==> src/rtl/drv_ad56x3_cfg_master.sv <==
// Avalon-MM master that writes the AD56x3 driver parameter map (optional soft reset, then adr 1..5)
// and can read adr 1..5 back to compare against the values written.
module drv_ad56x3_cfg_master #(
   parameter int RD_LATENCY = 1,
   parameter bit SOFT_RST   = 1'b1,
   parameter int TIMEOUT    = 255
) (
   input  logic        clk,
   input  logic        reset,
   input  logic        start,
   input  logic        verify,
   input  logic        cfgGenSel,
   input  logic        cfgChSwap,
   input  logic [15:0] cfgCeDiv,
   input  logic [15:0] cfgIncr0,
   input  logic [15:0] cfgIncr1,
   output logic        busy,
   output logic        done,
   output logic [1:0]  errCode,
   output logic [2:0]  errAdr,
   output logic [2:0]  avmAdr,
   output logic        avmWr,
   output logic [15:0] avmWrData,
   output logic        avmRd,
   input  logic [15:0] avmRdData,
   input  logic        avmWaitReq
);

   typedef enum logic [2:0] {IDLE, WR, RD, RD_WAIT, FIN} state_t;

   localparam logic [2:0]  FIRST_ADR = SOFT_RST ? 3'd0 : 3'd1;
   localparam logic [2:0]  LAT_END   = 3'(RD_LATENCY);
   localparam logic [15:0] STALL_END = 16'(TIMEOUT - 1);

   state_t      state, state_next;
   logic [2:0]  adr, adr_next;
   logic [15:0] stall_cnt, stall_next;
   logic [2:0]  lat_cnt, lat_next;
   logic [1:0]  err_code, err_code_next;
   logic [2:0]  err_adr, err_adr_next;
   logic        gen_sel, ch_swap, verify_q;
   logic [15:0] ce_div, incr0, incr1;
   logic [15:0] reg_value;

   // Value that belongs at the current address; used both as write data and as readback reference.
   always_comb begin
      reg_value = 16'h0000;
      case (adr)
         3'd0:    reg_value = 16'h0001;
         3'd1:    reg_value = {15'b0, gen_sel};
         3'd2:    reg_value = {15'b0, ch_swap};
         3'd3:    reg_value = ce_div;
         3'd4:    reg_value = incr0;
         3'd5:    reg_value = incr1;
         default: reg_value = 16'h0000;
      endcase
   end

   always_ff @(posedge clk) begin
      if (reset) begin
         state     <= IDLE;
         adr       <= 3'd0;
         stall_cnt <= 16'd0;
         lat_cnt   <= 3'd0;
         err_code  <= 2'd0;
         err_adr   <= 3'd0;
         gen_sel   <= 1'b0;
         ch_swap   <= 1'b0;
         verify_q  <= 1'b0;
         ce_div    <= 16'd0;
         incr0     <= 16'd0;
         incr1     <= 16'd0;
      end else begin
         state     <= state_next;
         adr       <= adr_next;
         stall_cnt <= stall_next;
         lat_cnt   <= lat_next;
         err_code  <= err_code_next;
         err_adr   <= err_adr_next;
         // Shadow copies keep the sequence immune to cfg changes while busy.
         if (state == IDLE && start) begin
            gen_sel  <= cfgGenSel;
            ch_swap  <= cfgChSwap;
            verify_q <= verify;
            ce_div   <= cfgCeDiv;
            incr0    <= cfgIncr0;
            incr1    <= cfgIncr1;
         end
      end
   end

   always_comb begin
      state_next    = state;
      adr_next      = adr;
      stall_next    = stall_cnt;
      lat_next      = lat_cnt;
      err_code_next = err_code;
      err_adr_next  = err_adr;
      avmWr         = 1'b0;
      avmRd         = 1'b0;
      avmAdr        = 3'd0;
      avmWrData     = 16'h0000;
      busy          = 1'b1;
      done          = 1'b0;
      case (state)
         IDLE: begin
            busy = 1'b0;
            if (start) begin
               state_next    = WR;
               adr_next      = FIRST_ADR;
               stall_next    = 16'd0;
               err_code_next = 2'd0;
               err_adr_next  = 3'd0;
            end
         end
         WR: begin
            avmWr     = 1'b1;
            avmAdr    = adr;
            avmWrData = reg_value;
            if (!avmWaitReq) begin
               stall_next = 16'd0;
               if (adr == 3'd5) begin
                  if (verify_q) begin
                     state_next = RD;
                     adr_next   = 3'd1;
                  end else begin
                     state_next = FIN;
                  end
               end else begin
                  adr_next = adr + 3'd1;
               end
            end else if (stall_cnt == STALL_END) begin
               state_next    = FIN;
               err_code_next = 2'd2;
               err_adr_next  = adr;
               stall_next    = 16'd0;
            end else begin
               stall_next = stall_cnt + 16'd1;
            end
         end
         RD: begin
            avmRd  = 1'b1;
            avmAdr = adr;
            if (!avmWaitReq) begin
               stall_next = 16'd0;
               lat_next   = 3'd1;
               state_next = RD_WAIT;
            end else if (stall_cnt == STALL_END) begin
               state_next    = FIN;
               err_code_next = 2'd2;
               err_adr_next  = adr;
               stall_next    = 16'd0;
            end else begin
               stall_next = stall_cnt + 16'd1;
            end
         end
         RD_WAIT: begin
            avmAdr = adr;
            // lat_cnt is the number of cycles elapsed since the read accept edge.
            if (lat_cnt == LAT_END) begin
               if (avmRdData != reg_value) begin
                  state_next    = FIN;
                  err_code_next = 2'd1;
                  err_adr_next  = adr;
               end else if (adr == 3'd5) begin
                  state_next = FIN;
               end else begin
                  state_next = RD;
                  adr_next   = adr + 3'd1;
               end
            end else begin
               lat_next = lat_cnt + 3'd1;
            end
         end
         FIN: begin
            avmAdr     = adr;
            done       = 1'b1;
            state_next = IDLE;
         end
         default: begin
            state_next = IDLE;
         end
      endcase
   end

   assign errCode = err_code;
   assign errAdr  = err_adr;

endmodule

==> config.mk <==
export PLATFORM = sky130hd
export DESIGN_NAME = drv_ad56x3_cfg_master
export DESIGN_NICKNAME = d
export VERILOG_FILES = /design/src/rtl/drv_ad56x3_cfg_master.sv
export SDC_FILE = /design/constraint.sdc
export NUM_CORES = 1
export LEC_CHECK = 0
export BUFFER_PORTS_ARGS = -buffer_cell sky130_fd_sc_hd__clkbuf_2
export CELL_PAD_IN_SITES_DETAIL_PLACEMENT = 2
export CELL_PAD_IN_SITES_GLOBAL_PLACEMENT = 2
export CORE_UTILIZATION = 30
export DETAILED_ROUTE_END_ITERATION = 7
export PLACE_DENSITY_LB_ADDON = 0.1
export REMOVE_ABC_BUFFERS = 1
export SYNTH_ARGS = -nofsm -noshare
export SYNTH_HDL_FRONTEND = slang
export SYNTH_SLANG_ARGS = --single-unit
==> constraint.sdc <==
create_clock -name clk -period 3.1 [get_ports clk]
set_input_delay 0.62 -clock clk [delete_from_list [all_inputs] [get_ports clk]]
set_output_delay 0.62 -clock clk [all_outputs]
set_load 0.005 [all_outputs]
== Word-level counts from Yosys, hierarchy flattened ==
Cells that the tools add are included.
Storage, ports and cells
  register bits: 81
  bits of input ports: 71
  logic and storage cells: 96
Operators by class
  add/sub/neg operators: 3
  equal/unequal tests: 24
  mux-type cells: 43
  reduce and logical (&&, ||, !) cells: 14
Operators by type and width (number)
  $pmux 16 s6: 1
  $mux 3: 23
  $mux 16: 4
  $pmux 16 s2: 1
  $pmux 3 s3: 2
  $add 16x1->16 const B: 1
  $eq 16x8->1 const B: 1
  $ne 16x16->1: 1
  $ne 2x2->1 const B: 8
  $eq 3x2->1 const B: 4
  $pmux 3 s4: 1
  $mux 2: 5
  $eq 3x1->1 const B: 3
  $eq 3x3->1 const B: 3
  $reduce_and 7->1: 1
  $add 3x1->3 const B: 2
  $logic_not 3->1: 2
  $ne 3x3->1 const B: 2
  $pmux 2 s3: 1
  $pmux 3 s2: 1
  $reduce_and 3->1: 2
  $reduce_and 6->1: 1
  $reduce_bool 3->1: 2
  $mux 1: 4
  6 further kinds: 8

== Logic depth before layout (Yosys ltp) ==
Gate-level depths: netlist (run 1).
  word-level depth: 6
  depth in mapped cells: 11

== Worst setup path before layout (run 1) ==
OpenSTA, ideal clock, no wires.
  path type: flip-flop to flip-flop
  start point: register adr[0]
  end point: register state[1]
  library setup time: 86 ps
  data arrival time: 2326 ps
  required time: 3014 ps
  path slack: 687 ps
  stages on the path, launching flop included: 11
  path buffers: 1
  period minus slack after synthesis: 2413 ps
  cells stage by stage: dfxtp_1 -> inv_1 -> ha_1 -> buf_6 -> a22o_1 -> a2bb2oi_1 -> nand4b_1 -> nor4_2 -> nand4_1 -> or3_1 -> a221oi_2
Between the ends
  longest elaborated chain between the ends: 6
RTL lines
  start, declared: RTL line 36  | logic [2:0] adr, adr_next;
  start signal, assigned: RTL line 75  | adr <= adr_next;
  $eq 3x3->1, or another cell as far along: RTL line 48, 122, 165
  $pmux 16 s6: RTL line 48  | case (adr)
  $ne 16x16->1: RTL line 161  | if (avmRdData != reg_value) begin
  $mux 3: RTL line 161
  $mux 3: RTL line 160  | if (lat_cnt == LAT_END) begin
  $pmux 3 s4: RTL line 105  | case (state)
  end signal, assigned: RTL line 74  | state <= state_next;
  end, declared: RTL line 35  | state_t state, state_next;
Parallel ways exist; a longest one is shown, timed or not. The select of a mux whose other input is x is not followed.
A chain may end at the register's enable or synchronous reset.

== Worst setup path after layout (run 1) ==
  start point: register adr[0]
  end point: register err_adr[1] (netlist: errAdr[1])
Between the ends
  longest elaborated chain between the ends: 5
RTL lines
  $eq 3x3->1, or another cell as far along: RTL line 48
  $pmux 16 s6 *: RTL line 48
  $ne 16x16->1 *: RTL line 161
  $ne 2x2->1 (no source line) *
  $reduce_and 6->1 (no source line) *
  end signal, assigned: RTL line 79  | err_adr <= err_adr_next;
  end, declared: RTL line 40  | logic [2:0] err_adr, err_adr_next;
Every way passes the cells marked *; elsewhere a longest branch is shown, timed or not.

==> results of run 1 <==
[critical path, stage by stage, from the launching register on]
cell and delay [ns]:
dfxtp_1 0.32, buf_4 0.15, ha_1 0.20, ha_1 0.23, buf_4 0.19, a32o_1 0.24, nor3_1 0.17, o22ai_1 0.13
nor4_2 0.35, nand4_1 0.20, buf_4 0.20, o211a_1 0.24, a32o_1 0.21
[per-layer routing]
| metal | wire (µm) | part of all wire (%) |
|---|---|---|
| met5 | 0 | 0 |
| met2 | 7230 | 49 |
| met3 | 528 | 3.5 |
| met1 | 6950 | 47 |
| met4 | 172 | 1.2 |
[registers in the layout, indices dropped and copies added, names as in the netlist]
name and count:
adr 3, ce_div 16, ch_swap 1, errAdr 3
errCode 2, gen_sel 1, incr0 16, incr1 16
lat_cnt 3, stall_cnt 16, state 3, verify_q 1
[per-stage QoR]
step / instance area, µm² / TNS, ns / std cells / power, W / hold WS, ns
floorplan: 4050 / 0 / 522 / 0.00136 / 0.426
global placement: 4880 / 0 / 810 / 0.00153 / 0.446
detailed placement: 4880 / -0.0129 / 810 / 0.00155 / 0.455
CTS: 5170 / 0 / 826 / 0.00259 / 0.468
global route: 5180 / 0 / 827 / 0.00268 / 0.478
finish: 5180 / 0 / 827 / 0.00255 / 0.465
[synthesized netlist by cell type, types with 3 or more instances]
library cell  count  area (µm²)
a22o_1            5        43.8
a21oi_1          59         295
buf_2             5        25.0
nand3_1          10        50.1
o22ai_1           3        18.8
buf_4             3        22.5
and3_1            6        37.5
a211oi_1          4        30.0
a22oi_1          13        97.6
mux2i_1           3        30.0
xnor2_1           6        52.6
nand2_1         125         469
nor3_1           16        80.1
inv_1            16        60.1
nand2b_1          6        37.5
a32oi_1           3        26.3
nand4_1           7        43.8
nor2_1           50         188
xor2_1           10        87.6
o21ai_1           4        20.0
o2111ai_1         4        35.0
and2_1            6        37.5
ha_1              9         113
o21a_1            9        67.6
a32o_1            7        70.1
clkbuf_1         23        86.3
o21ai_0          11        55.1
dfxtp_1          81        1620
a2bb2oi_1         3        26.3
nor2b_1          12        75.1
[where the power goes]
part           leakage (nW)  switching (W)  total, W  internal (W)
Clock                 0.135       0.000465   0.00103      0.000566
Sequential            0.661      0.0000494   0.00115       0.00110
Combinational          1.27       0.000232  0.000376      0.000144
Total                  2.07       0.000746   0.00255       0.00181
[how the worst min path moves through the flow]
stage	from	end	slack [ns]	cells past startpoint
finish	incr1[2]$_SDFFE_PP0P_	incr1[2]$_SDFFE_PP0P_	0.46	2
global route	cfgIncr0[6]	incr0[6]$_SDFFE_PP0P_	0.48	3
CTS	incr1[2]$_SDFFE_PP0P_	incr1[2]$_SDFFE_PP0P_	0.47	2
detailed placement	ch_swap$_SDFFE_PP0P_	ch_swap$_SDFFE_PP0P_	0.46	2
floorplan	incr0[15]$_SDFFE_PP0P_	incr0[15]$_SDFFE_PP0P_	0.43	2
global placement	incr0[0]$_SDFFE_PP0P_	incr0[0]$_SDFFE_PP0P_	0.45	2
[repair_timing]
action                                  in CTS  in global routing
pin swaps                                    0                  1
setup buffers                                0                  1
endpoints found under the setup margin       5                  5
hold buffers                                 0                  0
resized for setup                            1                  1
[logic make-up (layout without fill, tap and decap cells)]
group	count (synthesis)	after routing	share of synthesized area, %
compound gates	142	142	22.4
mux	3	3	0.716
xor+xnor	16	16	3.34
buf+inv	50	147	5.07
simple gates	253	253	27.1
fa+ha+maj	9	9	2.68
flops	81	81	38.7
[area by class of cell]
class                   count  area (µm²)
multi-input cells         423        2370
flip-flops and latches     81        1620
repair buffers            113         616
inverters                  18        67.6
well taps                 176         220
fillers                  1624        8280
clock buffers              10         239
clock inverters             6        42.5
==> results.md, run 1 <==
* Post-DRT Antenna Nets at 0
* Max Cap Viol at 0
* Synth Flop Type: dfxtp_1
* Die width at 120 µm
* Peak VDD IR at 0.000304 V
* Wire per inst at 18.0 µm
* Clock skew at 0.00593 ns
* Final core utilization at 38.5%
* Most common library cell in the layout ignoring fill and taps: nand2_1
* Post-Syn Area at 0.00420 mm²
* First-pass GRT wire length at 24,100 µm
* End of the critical path: errAdr[1]$_SDFFE_PP0P_
* Setup Viol. Count Final at 0
* Die height at 120 µm
* Syn Inst Count at 554
* GR Util All Layers at 21.5%
* CORE AREA at 0.0135 mm²
* Pins over their slew limit at 0
* Total length of routed wires at 14,900 µm
* Critical Path AT at 3.19 ns
* Clock transition at path regs at 0.06 ns
* Post-synthesis sequential element count at 81
* Worst flop-to-flop path endpoint: errAdr[1]$_SDFFE_PP0P_
* Post-Syn Area per Cell at 7.57 µm²
* Status: complete, no violations
* Crit path kind: reg2reg
* PortBufs at 98
* CTS Buffer Depth at 2
* R2r setup slk at 0.15 ns
* Initial Utilization at 31.2%
* Largest net degree at the start of global routing at 52
* CTS Buf Count at 9
* Area grow syn2layout at 23.4%
* Cells on worst reg2reg path at 12
* Post-synthesis sequential area ratio at 38.7%
* Initial antenna violation count at 0
* Dpl ws at -0.0129 ns
* GR Overflow Total at 0
* Vias at 4,310
* Clock sink count at 81
* Grt met1 use at 27.3%
* Fmax achieved at 339 MHz
* Routability cong. at 0.807
* Number of inserted diodes at 0
* Final hold violation count at 0
* Worst r2r src: adr[0]$_SDFFE_PP0P_
* CTS tree: yes
* CTS root buffer: clkbuf_16
* Routed vias/inst at 5.21
* Clk_lat worst skew at 0.35 ns
* Ys Warns at 0
* DP HPWL at 11,100 µm
* Worst min path class: reg2reg
* CP Launch Point: adr[0]$_SDFFE_PP0P_
* Pwr Density at 493 mW/mm²
* H-tree depth at 3
* Site Rows at 42
* Leak at 2.07 nW
* Worst slew margin at 34.0%
* TritonRoute pass-1 iters at 5
* Met3 Track Usage GR at 4.86%
* Crit-path max FO at 7
* Vias in the first global route at 4,577
* RSZ-0062 raised after global routing: false
* Period minus WS final at 2.95 ns
* Top-level I/O count at 99
* Die area at 0.0145 mm²
* Post-synth EDFFs at 0
* PnR worst setup slack at 0.154 ns
* DRC Markers at 0
* Post-synth cell types at 58
* Met2 GRT Util at 36.8%
* Fin nets at 726
* Async S/R FF share, synth at 0%
* Required time of the critical path at 3.34 ns
* Gr busiest metal: met2
* CP endpoint kind: flip-flop
* Slew of the pin with the lowest slew margin at 0.986 ns
* Most frequent cells in the layout: nand2_1, clkbuf_2, dfxtp_1
* Share of cells above drive strength 1 at 21.5%
* Initial drt markers at 181
* Tcrit/Tclk final at 95.0%
* Setup crit start kind: flip-flop
Note: power is estimated with default switching activity, not from simulation.
==> inputs of run 2 (changes only) <==
Settings changed: CORE_UTILIZATION 30 to 31, CTS_BUF_LIST from default to sky130_fd_sc_hd__clkbuf_4 sky130_fd_sc_hd__clkbuf_8.
==> run 2 against run 1 <==
Wire length decreased by 5.1%. Largest cell class unchanged. Flip-flop and latch count unchanged. Worst setup slack improved by 0.072 ns. Critical path type unchanged. Combinational power about the same. Die area decreased by 3.2%. Clock-buffer cell count increased by 2. Clock skew increased by 0.0055 ns.
==> results.md, run 2 (synthesized netlist as in run 1, its figures left out) <==
* R2r setup slk at 0.23 ns (+0.07 ns)
* Final core utilization at 38.4% (-0.051 points)
* Slew of the pin with the lowest slew margin at 1.03 ns (+0.0424 ns)
* CTS Buffer Depth at 2 (unchanged)
* Worst flop-to-flop path endpoint: state[1]$_SDFFE_PP0P_
* Number of inserted diodes at 0 (unchanged)
* Clock sink count at 81 (unchanged)
* Site Rows at 42 (unchanged)
* Final cell count without fillers at 823 (-0.48%)
* Worst r2r src: adr[0]$_SDFFE_PP0P_
* Final Instance Area at 0.00509 mm² (-1.7%)
* Dpl ws at -0.00726 ns (+0.00568 ns)
* Most common library cell in the layout ignoring fill and taps: nand2_1
* Status: complete, no violations
* Fraction of power spent switching nets at 27.6% (-1.6 points)
* First-pass GRT wire length at 23,300 µm (-3.4%)
* Crit path kind: reg2reg
* Logic pwr share at 15.7% (+1.0 points)
* Initial antenna violation count at 1 (+1)
* CTS Buf Count at 9 (unchanged)
* Clock skew at 0.0114 ns (+0.00546 ns)
* Setup crit start kind: flip-flop
* Setup Viol. Count Final at 0 (unchanged)
* RSZ-0062 raised after global routing: false
* Clock transition at path regs at 0.09 ns (+0.03 ns)
* Top-level I/O count at 99 (unchanged)
* CTS root buffer: clkbuf_8
* Hold buffers post-CTS at 0 (unchanged)
* Fin nets at 723 (-0.41%)
* H-tree depth at 3 (unchanged)
* Initial Utilization at 31.7% (+0.49 points)
* Post-DP Area at 0.00486 mm² (-0.46%)
* GR Overflow Total at 0 (unchanged)
* Peak VDD IR at 0.000180 V (-41%)
* Pwr Density at 469 mW/mm² (-5.0%)
* CORE AREA at 0.0132 mm² (-1.6%)
* CTS tree: yes
* Clk_lat worst skew at 0.37 ns (+0.02 ns)
* Dpl cells at 807 (-0.37%)
* DRC Markers at 0 (unchanged)
* Die area at 0.0140 mm² (-3.2%)
* CP endpoint kind: flip-flop
* Die width at 118 µm (-1.6%)
* Period minus WS final at 2.87 ns (-0.0718 ns)
* Tcrit/Tclk final at 92.7% (-2.3 points)
* TritonRoute pass-1 iters at 4 (-1)
* Worst min path class: in2reg
* Leak at 2.03 nW (-1.9%)
* Routed vias/inst at 5.21 (about the same)
* Worst hold endpoint: incr0[15]$_SDFFE_PP0P_
* DP HPWL at 10,600 µm (-4.5%)
* Share of cells above drive strength 1 at 21.0% (-0.49 points)
* Int Power at 0.00173 W (-4.5%)
* Vias at 4,285 (-0.58%)
* PnR worst setup slack at 0.226 ns (+0.0718 ns)
* Required time of the critical path at 3.39 ns (+0.05 ns)
* GR Util All Layers at 21.3% (-0.24 points)
* Wire per inst at 17.2 µm (-4.7%)
* Hold_sp: cfgIncr0[15]
* Area grow syn2layout at 21.3%
* Net switching power figure at 0.000658 W (-12%)
* Pins over their slew limit at 0 (unchanged)
* Post-DRT Antenna Nets at 0 (unchanged)
* Fmax achieved at 348 MHz (+2.5%)
* Initial drt markers at 160 (-12%)
* Worst slew margin at 31.2% (-2.8 points)
* Die height at 118 µm (-1.6%)
* Total power at 0.00239 W (-6.6%)
* Crit-path max FO at 14 (+7)
* Max Cap Viol at 0 (unchanged)
* Routability cong. at 0.808 (+0.12%)
* Largest net degree at the start of global routing at 52 (unchanged)
* Critical Path AT at 3.16 ns (-0.03 ns)
* PortBufs at 98 (unchanged)
* Most frequent cells in the layout: nand2_1, clkbuf_2, dfxtp_1
* Vias in the first global route at 4,500 (-1.7%)
* Clock power frac at 36.5% (-3.9 points)
* Total length of routed wires at 14,100 µm (-5.1%)
* Final hold violation count at 0 (unchanged)
* Register share of total power at 47.7% (+2.8 points)
* Hold path depth at 3 (+1)
* Cells on worst reg2reg path at 10 (-2)
-- run 2: worst max-delay path by stage --
stage / start / endpoint / slack (ns) / depth (start not counted)
after detailed placement: adr[1]$_SDFFE_PP0P_ / state[1]$_SDFFE_PP0P_ / -0.007 / 10
final: adr[0]$_SDFFE_PP0P_ / state[1]$_SDFFE_PP0P_ / 0.23 / 10
after global placement: adr[0]$_SDFFE_PP0P_ / state[1]$_SDFFE_PP0P_ / 0.19 / 10
after CTS: adr[0]$_SDFFE_PP0P_ / state[1]$_SDFFE_PP0P_ / 0.12 / 11
after global routing: adr[1]$_SDFFE_PP0P_ / state[1]$_SDFFE_PP0P_ / 0.02 / 10
after floorplan: adr[2]$_SDFFE_PP0P_ / state[1]$_SDFFE_PP0P_ / 0.20 / 9
-- run 2: area by class of cell --
| class | count | area [µm²] |
|---|---|---|
| multi-input cells | 423 | 2370 |
| inverters | 18 | 67.6 |
| flip-flops and latches | 81 | 1620 |
| clock inverters | 3 | 65.1 |
| well taps | 176 | 220 |
| repair buffers | 110 | 593 |
| clock buffers | 12 | 153 |
| fillers | 1611 | 8150 |
-- run 2: worst max-delay path, cell delays in order, from the launching register on --
cell      delay, ns
dfxtp_1        0.32
inv_1          0.12
ha_2           0.44
buf_4          0.20
nand3_1        0.10
a21boi_0       0.23
o22ai_1        0.17
nor4_2         0.32
nand4_1        0.26
or3_1          0.41
a221oi_2       0.21
-- run 2: per-layer routing --
layer | global-route usage, % | vias to the layer above | share of wire [%]
met4 | 7.85 | 2 | 1.8
met5 | 0 | - | 0.078
met1 | 27.3 | 2091 | 47
met2 | 35.6 | 85 | 47
met3 | 3.81 | 16 | 3.2
li1 | - | 2091 | -
-- run 2: power by group through the flow --
stage / clock network (W) / logic [W] / registers (W)
5_1_grt: 0.000943 / 0.000421 / 0.00115
2_1_floorplan: 0 / 0.000204 / 0.00115
4_1_cts: 0.000907 / 0.000383 / 0.00114
3_5_place_dp: 0 / 0.000381 / 0.00116
3_3_place_gp: 0 / 0.000365 / 0.00116
6_report: 0.000872 / 0.000376 / 0.00114
-- run 2: stage by stage --
step	hold slack, ns	setup TNS, ns
after floorplan	0.426	0
after global placement	0.444	0
after detailed placement	0.453	-0.00726
after CTS	0.439	0
after global routing	0.454	0
final	0.458	0
-- run 2: repair_timing --
item	4_1_cts	5_1_grt
pin swaps	0	1
endpoints found under the hold margin	0	0
cloned	0	0
setup endpoints to repair	1	5
gates resized for setup	1	1
setup buffers	0	1
==> inputs of run 3 (changes only) <==
Clock period 3.1 ns to 3.3 ns, I/O delays scaled along.
==> run 3 against run 2 <==
Cell count fell by 0.73%. Non-clock buffer count down 6. Critical path type unchanged. Largest cell class unchanged. First-iteration DRC count is 0.63% lower. Core utilization shrank 0.85 points. Worst setup slack gained 0.10 ns. Critical endpoint unchanged.
==> results.md, run 3 (synthesized netlist as in run 1, its figures left out) <==
* Fmax achieved at 336 MHz (-3.3%)
* Top-level I/O count at 99 (unchanged)
* Hold_sp: incr0[3]$_SDFFE_PP0P_
* Die height at 118 µm (unchanged)
* R2r setup slk at 0.33 ns (+0.10 ns)
* Die area at 0.0140 mm² (unchanged)
* H-tree depth at 3 (unchanged)
* Pwr Density at 418 mW/mm² (-11%)
* Worst slew margin at 30.8% (-0.38 points)
* PnR worst setup slack at 0.326 ns (+0.101 ns)
* Setup Buffers After CTS at 0 (unchanged)
* Status: complete, no violations
* Worst flop-to-flop path endpoint: state[1]$_SDFFE_PP0P_
* Clk_lat worst skew at 0.38 ns (about the same)
* Max Cap Viol at 0 (unchanged)
* Cells on worst reg2reg path at 10 (unchanged)
* Vias at 4,263 (-0.51%)
* Setup Viol. Count Final at 0 (unchanged)
* CTS root buffer: clkbuf_8
* Worst hold endpoint: incr0[3]$_SDFFE_PP0P_
* First-pass GRT wire length at 23,400 µm (+0.36%)
* Routability cong. at 0.824 (+2.0%)
* Crit-path max FO at 14 (unchanged)
* Initial Utilization at 31.7% (unchanged)
* PortBufs at 98 (unchanged)
* TritonRoute pass-1 iters at 4 (unchanged)
* Worst r2r src: adr[0]$_SDFFE_PP0P_
* Slew of the pin with the lowest slew margin at 1.03 ns (+0.00570 ns)
* RSZ-0062 raised after global routing: false
* Peak VDD IR at 0.000195 V (+8.7%)
* Largest net degree at the start of global routing at 52 (unchanged)
* Routed vias/inst at 5.22 (+0.22%)
* DRC Markers at 0 (unchanged)
* Share of cells above drive strength 1 at 20.1% (-0.90 points)
* Most common library cell in the layout ignoring fill and taps: nand2_1
* Clock sink count at 81 (unchanged)
* Crit path kind: reg2reg
* CTS tree: yes
* CORE AREA at 0.0132 mm² (unchanged)
* Fin nets at 717 (-0.83%)
* Wire per inst at 17.3 µm (+1.1%)
* Period minus WS final at 2.97 ns (+0.0993 ns)
* Initial drt markers at 159 (-0.63%)
* CTS Buffer Depth at 2 (unchanged)
* Initial antenna violation count at 1 (unchanged)
* Total length of routed wires at 14,200 µm (+0.38%)
* CTS Buf Count at 9 (unchanged)
* Final setup TNS at 0 ns (unchanged)
* Critical Path AT at 3.26 ns (+0.10 ns)
* Worst min path class: reg2reg
* Required time of the critical path at 3.59 ns (+0.20 ns)
* Site Rows at 42 (unchanged)
* GR Overflow Total at 0 (unchanged)
* Tcrit/Tclk final at 90.1% (-2.6 points)
* Number of inserted diodes at 0 (unchanged)
* Final hold violation count at 0 (unchanged)
* Clock skew at 0.00754 ns (-0.00386 ns)
* Leak at 1.98 nW (-2.5%)
* GR Util All Layers at 21.2% (-0.070 points)
* Die width at 118 µm (unchanged)
* Dpl ws at 0.176 ns (+0.184 ns)
* Setup crit start kind: flip-flop
* CP endpoint kind: flip-flop
* DP HPWL at 10,500 µm (-1.5%)
* Clock transition at path regs at 0.08 ns (about the same)
* Vias in the first global route at 4,492 (-0.18%)
* Area grow syn2layout at 18.6%
* Pins over their slew limit at 0 (unchanged)
* Most frequent cells in the layout: nand2_1, clkbuf_2, dfxtp_1
* Hold path depth at 2 (-1)
* Post-DRT Antenna Nets at 0 (unchanged)
-- run 3: critical path, cell delays in order, from the launching register on --
cell	delay, ns
dfxtp_1	0.43
ha_1	0.19
ha_1	0.30
buf_4	0.27
a32oi_1	0.13
a21boi_0	0.26
o22ai_1	0.19
nor4_2	0.21
nand4_1	0.27
or3_1	0.41
a221oi_2	0.22
-- run 3: layout make-up --
class	count	area [µm²]
fillers	1603	8270
multi-input cells	423	2370
flip-flops and latches	81	1620
repair buffers	104	536
well taps	176	220
clock buffers	11	145
inverters	18	67.6
clock inverters	4	20.0
-- run 3: per-stage QoR --
| step | std cells | hold slack [ns] | utilization (%) | area, µm² | power, W |
|---|---|---|---|---|---|
| 2_1_floorplan | 522 | 0.426 | - | 4050 | 0.00127 |
| 3_3_place_gp | 802 | 0.444 | 36.3 | 4810 | 0.00142 |
| 3_5_place_dp | 802 | 0.451 | 36.3 | 4810 | 0.00144 |
| 4_1_cts | 817 | 0.463 | 37.6 | 4970 | 0.00211 |
| 5_1_grt | 817 | 0.486 | 37.6 | 4980 | 0.00220 |
| 6_report | 817 | 0.462 | 37.6 | 4980 | 0.00208 |
-- run 3: repair_timing --
item | CTS | global route
hold buffers | 0 | 0
setup endpoints to repair | 0 | 5
resized for setup | 0 | 1
-- run 3: metal layers --
metal  vias to the layer above  wire length [µm]  global-route usage, %
li1                       2075                 -                      -
met1                      2091              6770                   27.9
met2                        79              6650                   34.5
met3                        16               513                   3.81
met4                         2               227                   8.09
met5                         -                14                      0
-- run 3: report_power, final --
part / internal, W / total (W) / switching, W
registers: 0.00103 / 0.00108 / 0.0000450
clock network: 0.000293 / 0.000674 / 0.000381
logic: 0.000123 / 0.000333 / 0.000211
total: 0.00145 / 0.00208 / 0.000636
-- run 3: how the worst max path moves through the flow --
stage / cells after the start / slack (ns) / start / to
2_1_floorplan: 9 / 0.40 / adr[2]$_SDFFE_PP0P_ / state[1]$_SDFFE_PP0P_
3_3_place_gp: 9 / 0.31 / adr[0]$_SDFFE_PP0P_ / state[1]$_SDFFE_PP0P_
3_5_place_dp: 9 / 0.18 / adr[0]$_SDFFE_PP0P_ / state[1]$_SDFFE_PP0P_
4_1_cts: 9 / 0.10 / adr[0]$_SDFFE_PP0P_ / state[1]$_SDFFE_PP0P_
5_1_grt: 10 / 0.02 / adr[0]$_SDFFE_PP0P_ / state[1]$_SDFFE_PP0P_
6_report: 10 / 0.33 / adr[0]$_SDFFE_PP0P_ / state[1]$_SDFFE_PP0P_
